--- src/rtl/cpu_types_pkg.sv ---
// cpu_types_pkg: shared CPU types for the instruction fetch front end
// Contents: word_t, the HALT opcode, the fetch state enum and the buffer entry struct.
package cpu_types_pkg;
    typedef logic [31:0] word_t;
    localparam logic [5:0] HALT_OP = 6'h3F;
    typedef enum logic [1:0] {IDLE, FETCH, HALTED} fetch_state_t;
    typedef struct packed {
        word_t instr;
        word_t pc;
    } fetch_entry_t;
endpackage

--- src/rtl/ifetch_unit_if.sv ---
// ifetch_unit_if: PC register, instruction memory and decode signals of the fetch unit
// master = fetch unit side; slave = environment (PC register, imem, redirect source, decode).
interface ifetch_unit_if;
    import cpu_types_pkg::*;
    word_t pco, pc_next, iaddr, iload, redirect_addr, inst, inst_pc, inst_npc;
    logic  pc_wen, iREN, ihit, redirect, inst_ready, inst_valid, halted;
    modport master (
        input  pco, ihit, iload, redirect, redirect_addr, inst_ready,
        output pc_wen, pc_next, iREN, iaddr, inst_valid, inst, inst_pc, inst_npc, halted
    );
    modport slave (
        output pco, ihit, iload, redirect, redirect_addr, inst_ready,
        input  pc_wen, pc_next, iREN, iaddr, inst_valid, inst, inst_pc, inst_npc, halted
    );
endinterface

--- src/rtl/ifetch_buffer.sv ---
// ifetch_buffer: circular buffer of fetched {instr, pc} entries with push/pop/flush
// Ports: CLK, nRST (async active-low), push/din, pop, flush, head (oldest entry), count (0..DEPTH).
// Flush wins over push and pop in the same cycle.
module ifetch_buffer
    import cpu_types_pkg::*;
#(
    parameter int DEPTH = 2,
    localparam int CW = $clog2(DEPTH + 1),
    localparam int PW = DEPTH > 1 ? $clog2(DEPTH) : 1
) (
    input  logic         CLK,
    input  logic         nRST,
    input  logic         push,
    input  logic         pop,
    input  logic         flush,
    input  fetch_entry_t din,
    output fetch_entry_t head,
    output logic [CW-1:0] count
);
    fetch_entry_t mem [DEPTH];
    logic [PW-1:0] rd, wr;

    function automatic logic [PW-1:0] inc(input logic [PW-1:0] p);
        return p == PW'(DEPTH - 1) ? '0 : p + 1'b1;
    endfunction

    assign head = mem[rd];

    always_ff @(posedge CLK or negedge nRST)
        if (!nRST) begin
            for (int i = 0; i < DEPTH; i++) mem[i] <= '0;
            rd    <= '0;
            wr    <= '0;
            count <= '0;
        end else if (flush) begin
            rd    <= '0;
            wr    <= '0;
            count <= '0;
        end else begin
            if (push) begin
                mem[wr] <= din;
                wr      <= inc(wr);
            end
            if (pop) rd <= inc(rd);
            count <= count + CW'(push) - CW'(pop);
        end
endmodule

--- src/rtl/ifetch_unit.sv ---
// ifetch_unit: fetch front end driving the PC register and feeding decode through a buffer
// Ports: CLK, nRST (async active-low), fif (ifetch_unit_if.master): pco/pc_wen/pc_next to the
// PC register, iREN/iaddr/ihit/iload to instruction memory, redirect/redirect_addr from execute,
// inst_valid/inst_ready/inst/inst_pc/inst_npc to decode, halted status.
// Build option IFETCH_QUEUE_EN: DEPTH-entry buffer; otherwise a single holding register.
module ifetch_unit
    import cpu_types_pkg::*;
#(
    parameter int DEPTH = 2
) (
    input logic           CLK,
    input logic           nRST,
    ifetch_unit_if.master fif
);
`ifdef IFETCH_QUEUE_EN
    localparam int D = DEPTH;
`else
    localparam int D = (DEPTH > 1) ? 1 : DEPTH;
`endif
    localparam int CW = $clog2(D + 1);

    fetch_state_t  state, next_state;
    fetch_entry_t  head, din;
    logic [CW-1:0] count;
    logic          pop, accept, is_halt;

    assign fif.inst_valid = count != '0;
    assign pop            = fif.inst_valid & fif.inst_ready;
    assign fif.iaddr      = fif.pco;
    // a full buffer may still take a fetch when its head leaves this cycle
    assign fif.iREN       = state == FETCH && !fif.redirect && (count != CW'(D) || pop);
    assign accept         = fif.iREN & fif.ihit;
    assign is_halt        = fif.iload[31:26] == HALT_OP;
    assign fif.pc_wen     = fif.redirect | (accept & !is_halt);
    assign fif.pc_next    = fif.redirect ? fif.redirect_addr : fif.pco + 32'd4;
    assign fif.halted     = state == HALTED;
    assign fif.inst       = head.instr;
    assign fif.inst_pc    = head.pc;
    assign fif.inst_npc   = head.pc + 32'd4;
    assign din            = {fif.iload, fif.pco};

    always_ff @(posedge CLK or negedge nRST)
        if (!nRST) state <= IDLE;
        else       state <= next_state;

    always_comb begin
        next_state = state;
        next_state = (state == IDLE || fif.redirect) ? FETCH :
                     (accept && is_halt)             ? HALTED : state;
    end

    ifetch_buffer #(.DEPTH(D)) u_buf (
        .CLK  (CLK),
        .nRST (nRST),
        .push (accept),
        .pop  (pop & !fif.redirect),
        .flush(fif.redirect),
        .din  (din),
        .head (head),
        .count(count)
    );
endmodule
--- src/flat_wrapper.sv ---
// flat-port wrapper written by rule: the top's interface ports become plain ports
module ifetch_unit_flat import cpu_types_pkg::*;
#(
    parameter int DEPTH = 2
)
  (CLK, nRST, fif_pco, fif_ihit, fif_iload, fif_redirect, fif_redirect_addr, fif_inst_ready, fif_pc_wen, fif_pc_next, fif_iREN, fif_iaddr, fif_inst_valid, fif_inst, fif_inst_pc, fif_inst_npc, fif_halted);
  ifetch_unit_if fif_i ();
  input logic CLK;
  input logic nRST;
  input wire logic [$bits(fif_i.pco)-1:0] fif_pco;
  input wire logic [$bits(fif_i.ihit)-1:0] fif_ihit;
  input wire logic [$bits(fif_i.iload)-1:0] fif_iload;
  input wire logic [$bits(fif_i.redirect)-1:0] fif_redirect;
  input wire logic [$bits(fif_i.redirect_addr)-1:0] fif_redirect_addr;
  input wire logic [$bits(fif_i.inst_ready)-1:0] fif_inst_ready;
  output wire logic [$bits(fif_i.pc_wen)-1:0] fif_pc_wen;
  output wire logic [$bits(fif_i.pc_next)-1:0] fif_pc_next;
  output wire logic [$bits(fif_i.iREN)-1:0] fif_iREN;
  output wire logic [$bits(fif_i.iaddr)-1:0] fif_iaddr;
  output wire logic [$bits(fif_i.inst_valid)-1:0] fif_inst_valid;
  output wire logic [$bits(fif_i.inst)-1:0] fif_inst;
  output wire logic [$bits(fif_i.inst_pc)-1:0] fif_inst_pc;
  output wire logic [$bits(fif_i.inst_npc)-1:0] fif_inst_npc;
  output wire logic [$bits(fif_i.halted)-1:0] fif_halted;
  assign fif_i.pco = fif_pco;
  assign fif_i.ihit = fif_ihit;
  assign fif_i.iload = fif_iload;
  assign fif_i.redirect = fif_redirect;
  assign fif_i.redirect_addr = fif_redirect_addr;
  assign fif_i.inst_ready = fif_inst_ready;
  assign fif_pc_wen = fif_i.pc_wen;
  assign fif_pc_next = fif_i.pc_next;
  assign fif_iREN = fif_i.iREN;
  assign fif_iaddr = fif_i.iaddr;
  assign fif_inst_valid = fif_i.inst_valid;
  assign fif_inst = fif_i.inst;
  assign fif_inst_pc = fif_i.inst_pc;
  assign fif_inst_npc = fif_i.inst_npc;
  assign fif_halted = fif_i.halted;
  ifetch_unit #(.DEPTH(DEPTH)) u_core (.CLK(CLK), .nRST(nRST), .fif(fif_i));
endmodule
--- config.mk ---
export PLATFORM = sky130hd
export DESIGN_NAME = ifetch_unit_flat
export DESIGN_NICKNAME = d
export VERILOG_FILES = /design/src/rtl/cpu_types_pkg.sv /design/src/rtl/ifetch_unit_if.sv /design/src/rtl/ifetch_buffer.sv /design/src/rtl/ifetch_unit.sv /design/src/flat_wrapper.sv
export SDC_FILE = /design/constraint.sdc
export NUM_CORES = 1
export LEC_CHECK = 0
export CAP_MARGIN = 10
export CORE_UTILIZATION = 34
export CTS_CLUSTER_SIZE = 14
export DETAILED_ROUTE_END_ITERATION = 8
export GPL_TIMING_DRIVEN = 0
export HOLD_SLACK_MARGIN = 0.02
export PLACE_DENSITY = 0.76
export SETUP_SLACK_MARGIN = 0.3
export SLEW_MARGIN = 25
export SYNTH_ARGS = -nofsm -noshare
export SYNTH_HDL_FRONTEND = slang
export SYNTH_SLANG_ARGS = --single-unit
--- constraint.sdc ---
create_clock -name CLK -period 2.4 [get_ports CLK]
set_clock_uncertainty 0.2 [all_clocks]
set_input_delay 0.36 -clock CLK [delete_from_list [all_inputs] [get_ports CLK]]
set_output_delay 0.36 -clock CLK [all_outputs]
set_load 0.02 [all_outputs]
==> flow_summary.ini, run 1 <==
[worst_setup_path]
regToRegEndpoint = u_core.u_buf.mem[4]
cp-end-kind = primary output
reg2reg_depth = 5
cp.required_ns = 1.84
ff2ff_setup_slack_ns = 0.47
criticalPathCategory = reg -> out
critPathMaxFanout = 7
critical_path.startpoint_type = flop
cp.arrival_ns = 2.13
timing.rr.start = u_core.state[1]

[final_layout]
fin_nets = 892
fillers = 831
postLayoutCellArea_sq_um = 9180
multi_input_area_sq_um = 3170
synthToLayoutAreaGrowth_pct = 117
regArea_sq_um = 1700
drive_gt1_share_pct = 54.5
diodes = 0

[floorplan]
row_count = 40
ios = 265
start_util_pct = 35.2
core_sq_um = 12100
die_area_sq_um = 12900
die_x_um = 114
die_height_um = 114

[sta]
fmax_mhz = 372
grt_setup_unrepaired = yes
tightest_slew_ns = 0.388
fin_ws_ns = -0.287
finalSetupViolations = 35
holdWs_ns = 0.104
min_period_ns = 2.69
drv_slew = 0
period_share_pct = 112
timing.final.hold_violations = 0
worst_slew_margin_rel_pct = 74.1

[synthesis]
synth_most_common_cell = dfrtp_1
ys_ff_latch = 67
synth_ff_type = dfrtp_1
yosys-top-cells-area = dfrtp_1 (40%), mux2_2 (17%), buf_4 (6.0%)
ys_warn_count = 0
netlist_area_sq_um = 4240
avgSynthCellArea_sq_um = 9.70
ys_types = 37
async_flop_share_pct = 100
synth_top_area_cell = dfrtp_1
synth_top_area_share_pct = 39.5
yosysSeqAreaShare_pct = 39.5
synth_edf_count = 0
syn-num-nets = 540
synthTopCellsByCount = dfrtp_1 (67), mux2_2 (64), nand2_1 (38)
syn_inst = 437

[global_routing]
grt-ovfl-total = 0
gr-usage-all-layers_pct = 26.7
grt_start_max_net_pins = 44
grt_pass1_vias = 5025
antenna_found_initial = 0
grt_pass1_wl_um = 26700

[route]
via_count = 4948
via_per_inst = 5.14
ant_nets = 0
wl_per_cell_um = 19.1
first_pass_iters = 5
first_iter_violations = 268
drcViolationCount = 0
wl_um = 18400

[power_and_ir_drop]
p_total_mw = 5.22
p_leak_nw = 3.95
ir_drop_mv = 0.355
p_per_area_nw_per_um2 = 569

[placed_design]
placed_area_sq_um = 7770
dp_hpwl_um = 12500
gp_congestion = 0.816
io_buffers = 264
pre_cts_slack_ns = -1.63

[cts]
clkTransAtPathRegs_ns = 0.06
cts_made_buffers = 9
clkLatencyLatePin_ns = 0.32
cts_root_buf = clkbuf_16
cts_tree = done
clockBufferDepth = 2
cts_sinks = 67
htreeDepth = 3

[hold_path]
hp-start = fif_pco[19]
hold_depth = 2
hold_path_end = u_core.u_buf.mem[19]
hold_path.class = in -> reg

[run_status]
status = finished, violations left
violations = setup timing

[job]
max_cap_violations = 0
report_power, final:
group	leakage [nW]	internal, mW	switching, mW
Combinational	3.04	1.23	1.17
Clock	0.141	0.800	0.506
Sequential	0.768	1.33	0.179
Total	3.95	3.37	1.86
state kept, by name (all words and copies together), names as in the netlist:
signal,cells
u_core.state,2
u_core.u_buf.count,1
u_core.u_buf.mem,64
per-layer routing:
layer / GRT usage [%] / vias to the layer above / share of wire, %
li1: - / 2233 / -
met1: 30.1 / 2429 / 37
met4: 9.74 / 0 / 3.2
met3: 6.22 / 43 / 7.7
met5: 0 / - / 0
met2: 48.9 / 243 / 52
cell usage in the layout (no fill, tap or decap), types with 6 or more instances in the layout:
cell	instances
clkbuf_2	13
xor2_2	10
buf_6	55
clkbuf_16	11
nand3_1	12
nor4_4	6
inv_1	8
buf_8	13
xnor2_2	10
a31oi_4	11
dfrtp_2	21
or4_4	10
nor2_1	15
buf_2	11
buf_4	108
nor3_4	11
xnor2_1	14
clkbuf_4	6
mux2_2	63
dlygate4sd2_1	11
nand4_1	13
nor2_4	6
o21ai_1	8
o21ai_0	12
clkdlybuf4s50_1	163
dfrtp_1	46
or3_4	7
nand2_1	35
worst max-delay path: stages, from the launching register on:
cell and delay [ns]:
dfrtp_2 0.39, inv_4 0.04, or4_4 0.54, clkbuf_16 0.18, buf_12 0.13, nor4_4 0.20, xor2_2 0.19, buf_6 0.14
metrics by stage:
| stage | util, % | setup TNS, ns | instances |
|---|---|---|---|
| CTS | 73.3 | -4.27 | 947 |
| global placement | 64.3 | -180.24 | 869 |
| detailed placement | 64.4 | -80.06 | 870 |
| finish | 76.1 | -5.34 | 962 |
| global route | 76.1 | -7.28 | 962 |
| floorplan | - | -0.177 | 437 |
layout make-up:
type	count	area share (%)
multi-input cells	306	34.5
flip-flops and latches	67	18.5
well taps	168	2.29
plain buffers	55	5.18
clock inverters	7	0.749
inverters	9	0.395
clock buffers	9	2.45
repair buffers	341	35.9
worst max path at each step:
stage                                    start             endpoint  cells after the start
after floorplan                     fif_pco[2]      fif_pc_next[26]                      5
after global placement                    nRST  u_core.u_buf.mem[2]                      1
after detailed placement          fif_redirect           fif_pc_wen                      6
after CTS                 u_core.u_buf.mem[16]     fif_inst_npc[26]                      6
after global routing       u_core.u_buf.mem[9]     fif_inst_npc[27]                      7
final                     u_core.u_buf.mem[13]     fif_inst_npc[27]                      7
logic make-up (layout without fill, tap and decap cells):
logic type,count (synthesis),after routing,share of synthesized area [%]
AND/OR/NAND/NOR,151,151,19.0
adder cells (fa/ha/maj),2,2,0.590
buffers and inverters,64,421,8.73
AO/OA/AOI/OAI,48,48,6.67
flip-flops,67,67,39.5
XOR/XNOR,41,41,8.47
multiplexers,64,64,17.0
timing repair:
| item | in CTS | in global routing |
|---|---|---|
| hold buffers | 1 | 0 |
| gates cloned | 1 | 0 |
| endpoints found under the setup margin | 162 | 83 |
| buffers inserted | 59 | 15 |
| resized for setup | 549 | 94 |
| pin swaps | 64 | 44 |
| hold endpoints to repair | 24 | 0 |
Note: power is estimated with default switching activity, not from simulation.
==> inputs of run 2 (changes only) <==
--- a/config.mk
+++ b/config.mk
@@ -5,6 +5,7 @@
 export SDC_FILE = /design/constraint.sdc
 export NUM_CORES = 1
 export LEC_CHECK = 0
+export ABC_CLOCK_PERIOD_IN_PS = 2400
 export CAP_MARGIN = 10
 export CORE_UTILIZATION = 34
 export CTS_CLUSTER_SIZE = 14
==> results of run 2 <==
The final DEF is identical to that of run 1; final timing and power are the same.
==> inputs of run 3 (changes only) <==
--- a/config.mk
+++ b/config.mk
@@ -8,7 +8,7 @@
 export ABC_CLOCK_PERIOD_IN_PS = 2400
 export CAP_MARGIN = 10
 export CORE_UTILIZATION = 34
-export CTS_CLUSTER_SIZE = 14
+export CTS_CLUSTER_SIZE = 12
 export DETAILED_ROUTE_END_ITERATION = 8
 export GPL_TIMING_DRIVEN = 0
 export HOLD_SLACK_MARGIN = 0.02
==> results of run 3 <==
The final DEF is identical to that of run 1; final timing and power are the same.
